**src/rtl/integrate_and_dump_clip.sv**
```systemverilog
// rtl/integrate_and_dump_clip.sv - integrate-and-dump decimator with shift and saturation
//
// Accumulates strobed signed samples over frames of N samples, then dumps the
// sum, shifts it right arithmetically and saturates it to the output width.
//
// Ports:
//   clk         - clock, all state updates on rising edge
//   rst         - asynchronous active-high reset
//   in          - signed input sample (WIDTH), valid when strobe_in is high
//   strobe_in   - input sample qualifier
//   decim       - decimation rate N (CNT_WIDTH), latched at frame start; 0 acts as 1
//   shift       - arithmetic right shift applied to the frame sum
//   out         - signed decimated sample (WIDTH), held between outputs
//   strobe_out  - one-cycle pulse marking a new out value
//   clipped     - set with strobe_out when out was saturated, held otherwise
//
// Build option: IDC_ROUND_NEAREST_EN selects round-half-up before the shift
// instead of truncation toward negative infinity.

module integrate_and_dump_clip #(
    parameter int WIDTH     = 16,
    parameter int CNT_WIDTH = 8
) (
    input  logic                 clk,
    input  logic                 rst,
    input  logic [WIDTH-1:0]     in,
    input  logic                 strobe_in,
    input  logic [CNT_WIDTH-1:0] decim,
    input  logic [4:0]           shift,
    output logic [WIDTH-1:0]     out,
    output logic                 strobe_out,
    output logic                 clipped
);

    localparam int          ACC_WIDTH = WIDTH + CNT_WIDTH;
    localparam int unsigned SH_MAX    = ACC_WIDTH - 1;

    // Saturation bounds, one bit wider than the accumulator so the rounding
    // increment can never wrap before the compare.
    localparam logic signed [ACC_WIDTH:0] MAX_V =
        {{(CNT_WIDTH + 1){1'b0}}, 1'b0, {(WIDTH - 1){1'b1}}};
    localparam logic signed [ACC_WIDTH:0] MIN_V =
        {{(CNT_WIDTH + 1){1'b1}}, 1'b1, {(WIDTH - 1){1'b0}}};

    logic signed [ACC_WIDTH-1:0] acc_q, acc_d;
    logic [CNT_WIDTH-1:0]        cnt_q, cnt_d;
    logic [CNT_WIDTH-1:0]        nr_q, nr_d;
    logic [WIDTH-1:0]            out_q, out_d;
    logic                        strobe_out_q, strobe_out_d;
    logic                        clipped_q, clipped_d;

    logic signed [ACC_WIDTH-1:0] in_ext;
    logic signed [ACC_WIDTH-1:0] sum;
    logic signed [ACC_WIDTH:0]   sum_x;
    logic signed [ACC_WIDTH:0]   res;
    logic [CNT_WIDTH-1:0]        n_eff;
    logic                        last;
    int unsigned                 sh_amt;
    logic [WIDTH-1:0]            sat_val;
    logic                        sat_hit;

    always_comb begin
        in_ext = {{CNT_WIDTH{in[WIDTH-1]}}, in};
        sum    = acc_q + in_ext;

        // The rate is sampled only on the first strobe of a frame; later
        // strobes of the same frame use the latched copy.
        if (cnt_q == '0) begin
            n_eff = (decim == '0) ? CNT_WIDTH'(1) : decim;
        end else begin
            n_eff = nr_q;
        end
        last = (cnt_q == n_eff - 1'b1);

        sh_amt = {27'd0, shift};
        if (sh_amt > SH_MAX) begin
            sh_amt = SH_MAX;
        end

        sum_x = {sum[ACC_WIDTH-1], sum};
`ifdef IDC_ROUND_NEAREST_EN
        if (sh_amt != 0) begin
            sum_x = sum_x + ((ACC_WIDTH + 1)'(1) << (sh_amt - 1));
        end
`endif
        res = sum_x >>> sh_amt;

        if (res > MAX_V) begin
            sat_val = MAX_V[WIDTH-1:0];
            sat_hit = 1'b1;
        end else if (res < MIN_V) begin
            sat_val = MIN_V[WIDTH-1:0];
            sat_hit = 1'b1;
        end else begin
            sat_val = res[WIDTH-1:0];
            sat_hit = 1'b0;
        end

        acc_d        = acc_q;
        cnt_d        = cnt_q;
        nr_d         = nr_q;
        out_d        = out_q;
        clipped_d    = clipped_q;
        strobe_out_d = 1'b0;

        if (strobe_in) begin
            nr_d = n_eff;
            if (last) begin
                acc_d        = '0;
                cnt_d        = '0;
                out_d        = sat_val;
                clipped_d    = sat_hit;
                strobe_out_d = 1'b1;
            end else begin
                acc_d = sum;
                cnt_d = cnt_q + 1'b1;
            end
        end
    end

    always_ff @(posedge clk or posedge rst) begin
        if (rst) begin
            acc_q        <= '0;
            cnt_q        <= '0;
            nr_q         <= '0;
            out_q        <= '0;
            strobe_out_q <= 1'b0;
            clipped_q    <= 1'b0;
        end else begin
            acc_q        <= acc_d;
            cnt_q        <= cnt_d;
            nr_q         <= nr_d;
            out_q        <= out_d;
            strobe_out_q <= strobe_out_d;
            clipped_q    <= clipped_d;
        end
    end

    assign out        = out_q;
    assign strobe_out = strobe_out_q;
    assign clipped    = clipped_q;

endmodule

```
**config.mk**
```make
export PLATFORM = sky130hd
export DESIGN_NAME = integrate_and_dump_clip
export DESIGN_NICKNAME = d
export VERILOG_FILES = /design/src/rtl/integrate_and_dump_clip.sv
export SDC_FILE = /design/constraint.sdc
export NUM_CORES = 1
export LEC_CHECK = 0
export CAP_MARGIN = 20
export CORE_ASPECT_RATIO = 0.6
export CORE_UTILIZATION = 50
export CTS_CLUSTER_DIAMETER = 60
export CTS_CLUSTER_SIZE = 14
export DETAILED_ROUTE_END_ITERATION = 8
export GPL_ROUTABILITY_DRIVEN = 0
export PLACE_DENSITY_LB_ADDON = 0.15
export SLEW_MARGIN = 30
export SYNTH_ARGS = -nofsm -noshare
export SYNTH_HDL_FRONTEND = slang
export SYNTH_SLANG_ARGS = --single-unit
```
**constraint.sdc**
```tcl
create_clock -name clk -period 5.47 [get_ports clk]
set_clock_uncertainty 0.15 [all_clocks]
set_input_delay 1.3675 -clock clk [delete_from_list [all_inputs] [get_ports clk]]
set_output_delay 1.3675 -clock clk [all_outputs]
set_load 0.005 [all_outputs]
```
==> impl_metrics.py <==
metrics = {
    "status": {
        "status": "finished, final reports clean",
    },
    "placement": {
        "dp_hpwl_um": 12700,
        "portBuffers": 49,
        "placedInstanceArea_um2": 6450,
    },
    "pwr": {
        "power.sequential.fraction": 0.176,
        "maximum_resistive_drop_on_vdd_mv": 0.298,
        "share_clk_of_total_power": 0.120,
        "netSwitchingPower_uw": 2090,
        "powerDensity_nw_per_um2": 662,
        "p_int_uw": 2390,
        "cellLeakagePower_uw": 0.00293,
        "power.share.switching": 0.467,
        "power_uw": 4480,
        "pwr-share-comb": 0.704,
    },
    "floorplanning": {
        "fp-row-count": 29,
        "floorplan.die_area_um2": 11300,
        "die_w_um": 137,
        "initial_core_util": 0.515,
        "core_area_um2": 10600,
        "die_height_um": 82.8,
        "top_level_ports": 50,
    },
    "logic_synthesis": {
        "synth_area_per_cell_um2": 8.20,
        "dominantRegCellSynth": "dfrtp_1",
        "synth_top_area_cell": "dfrtp_1",
        "postSynthRegisterBits": 58,
        "netlist-cell-type-count": 73,
        "async_flop_share": 1.00,
        "synth_cells": 664,
        "post-synth-top-count-cell": "nand2_1",
        "most_area_consuming_cells_after_synthesis": "dfrtp_1 (27%), ha_1 (6.0%), nand2_1 (5.9%), mux2i_1 (5.1%), a21oi_1 (4.7%)",
        "synth.net_count": 723,
        "ys_warn_count": 0,
        "synth_seq_area_share": 0.267,
        "count_of_flip_flops_with_a_built_in_enable_after_synthesis": 0,
        "post_synth_instance_area_um2": 5440,
        "proportion_of_netlist_area_held_by_the_largest_area_contributor": 0.267,
        "synth_commonest_cells": "nand2_1 (86), nor2_1 (59), dfrtp_1 (58)",
    },
    "min_path": {
        "worstHoldEndpoint": "acc_q[9]",
        "worst_hold_path_startpoint": "acc_q[9]",
        "worst_hold_check_path_type": "flip-flop to flip-flop",
        "hold_path_depth": 1,
    },
    "layout": {
        "layout-drive-gt1-share": 0.160,
        "final_cell_area_um2": 6760,
        "design.final.nets": 810,
        "nFillCells": 889,
        "synthToLayoutAreaGrowth_pct": 24.3,
        "finish.utilization": 0.641,
        "number_of_diodes": 0,
    },
    "timing": {
        "final.min_clock_period_ns": 5.27,
        "setup_viol": 0,
        "maxSlewViolCount": 0,
        "worst_hold_margin_ns": 0.339,
        "final-hold-violation-count": 0,
        "layout_worst_path_cycle_share": 0.963,
        "worst_pin_slew_ns": 0.880,
        "slew_headroom": 0.410,
        "rsz_0062_raised_after_global_routing": "true",
        "fmaxAchievable_mhz": 190,
    },
    "clock_tree": {
        "cts_max_level": 3,
        "tritoncts": "yes",
        "cts.sinks": 58,
        "clock_network_latency_to_the_later_pin_of_the_worst_skew_pair_ns": 0.33,
        "ctsHoldBuffers": 0,
        "cts_buffers": 9,
        "cts-root-to-sink-buffers": 2,
        "clock_transition_at_path_regs_ns": 0.05,
        "clk_root_buffer_cell": "clkbuf_16",
    },
    "critical_path": {
        "critPathMostFrequentCell": "buf_4",
        "cp_data_arrival_time_ns": 5.37,
        "critPathBufInv": 4,
        "crit-reg2reg-launch": "cnt_q[0]",
        "timing.reg2reg.setup_slack_ns": 1.20,
        "cp_cell_sequence": "clkdlybuf4s50_1 -> ha_1 -> a21oi_1 -> o22ai_1 -> o21a_1 -> nor3_1 -> buf_4 -> o21ai_0 -> xor2_1 -> a2111oi_4 -> a21oi_1 -> nor3b_2 -> buf_4 -> a2111oi_4 -> buf_4 -> o21bai_1",
        "timing.critical_path.fanout_max": 9,
        "setup.worst_path.start_class": "primary input",
        "cpPeakStageDelay_ns": 0.49,
        "cp_data_required_time_ns": 5.57,
        "setup.worst_path.end_class": "flip-flop",
        "reg2regPathDepth": 16,
        "worst_r2r_endpoint": "clipped",
        "cp_slowest_cell": "ha_1",
        "critical_path.top_delay_family": "compound AO/OA/AOI/OAI gates",
        "critical_path_type": "primary input to flip-flop",
    },
    "grt": {
        "met1_use_gr": 0.486,
        "grt_start_max_net_pins": 32,
        "wire_length_of_the_first_global_routing_pass_um": 26900,
        "grt_antenna_before_repair": 0,
        "grt.met2_usage": 0.406,
        "first_global_vias": 5114,
        "gr-usage-met3": 0.0806,
        "grt_use_total": 0.305,
        "grt_most_used_layer": "met1",
        "globalRoute.totalOverflow": 0,
    },
    "routing": {
        "antenna_left": 0,
        "postRouteWirelength_um": 16600,
        "dr.pass1.iters": 5,
        "dr_total_vias": 5654,
        "drt_first_iter_violations": 764,
        "post-route-drc-count": 0,
        "post_drt_via_cell_ratio": 6.32,
        "post_drt_wl_per_cell_um": 18.5,
    },
    "flow_run": {
        "timing.max_cap.violations": 0,
    },
}
worst max-delay path by stage:
stage | start | end | slack [ns] | cells past startpoint
after floorplan | in[0] | out[2] | 0.42 | 14
after global routing | in[6] | clipped | -0.004 | 16
after CTS | in[0] | out[10] | 0.13 | 17
after detailed placement | in[0] | out[11] | -0.19 | 15
after global placement | in[0] | out[9] | -0.14 | 15
final | in[6] | clipped | 0.20 | 16
layout make-up:
class | instances | area (µm²) | share of cell area
Inverter | 17 | 63.8 | 0.00943
Timing Repair Buffer | 119 | 1020 | 0.150
Clock buffer | 11 | 243 | 0.0359
Clock inverter | 5 | 30.0 | 0.00444
Sequential cell | 58 | 1450 | 0.215
Tap cell | 139 | 174 | 0.0257
Multi-Input combinational cell | 546 | 3790 | 0.560
power groups by stage:
stage	logic, µW	registers, µW	clock network (µW)
after CTS	3040	786	540
final	3150	790	535
after global routing	3400	817	561
after detailed placement	3020	789	0
after global placement	2960	782	0
after floorplan	1960	739	0
layer usage:
metal	part of all wire	wire, µm
met1	0.50	8270
met2	0.39	6510
met3	0.10	1670
met4	0.0070	116
met5	0	0
kinds of logic after synthesis:
| logic type | count (synthesis) | share of synthesized area |
|---|---|---|
| adders and majority gates | 27 | 0.0634 |
| and+or+nand+nor | 236 | 0.210 |
| AOI/OAI and AO/OA | 213 | 0.286 |
| buffers and inverters | 60 | 0.0444 |
| xor gates and xnor gates | 28 | 0.0451 |
| muxes | 42 | 0.0846 |
| DFF | 58 | 0.267 |
worst register-to-register path, stage by stage, from the launching register on:
cell and delay (ns):
dfrtp_1 0.42, inv_1 0.15, ha_1 0.18, nor4b_1 0.48, nand2_1 0.32, mux2i_1 0.28
ha_1 0.28, and3_1 0.17, a31oi_1 0.05, xor2_1 0.18, nor4_1 0.37, o21ai_1 0.17
inv_2 0.11, nand2_4 0.15, a2111oi_4 0.43, buf_4 0.21, o21bai_1 0.11
placed cells by master, fill, tap and decap left out, drive strengths merged, types with 6 or more instances in the layout:
cell type       n
a211oi          8
nand4          11
nor3           19
a21oi          51
o31ai           6
mux2           12
nand2          87
a21o            7
dfrtp          58
ha             26
inv            15
o211ai          8
xnor2          16
clkbuf         11
nor2           60
a221o          17
o22ai           7
o21a            9
clkdlybuf4s50  49
xor2           12
buf            70
nand3          16
o21ai          35
o2bb2ai        19
mux2i          28
sequential cells by signal, summed over array words and instances, names as in the netlist:
register    cells
strobe_out      1
clipped         1
acc_q          24
nr_q            8
cnt_q           8
out            16
through the flow:
stage / worst slack (ns) / setup TNS (ns) / std cells
global route: -0.00391 / -0.00391 / 895
detailed placement: -0.187 / -2.66 / 878
floorplan: 0.422 / 0 / 664
CTS: 0.126 / 0 / 894
global placement: -0.135 / -1.89 / 878
finish: 0.203 / 0 / 895
timing repair:
action	CTS	global route
resized for setup	0	4
setup buffers	0	1
endpoints found under the setup margin	0	16
Note: power is estimated with default switching activity, not from simulation.
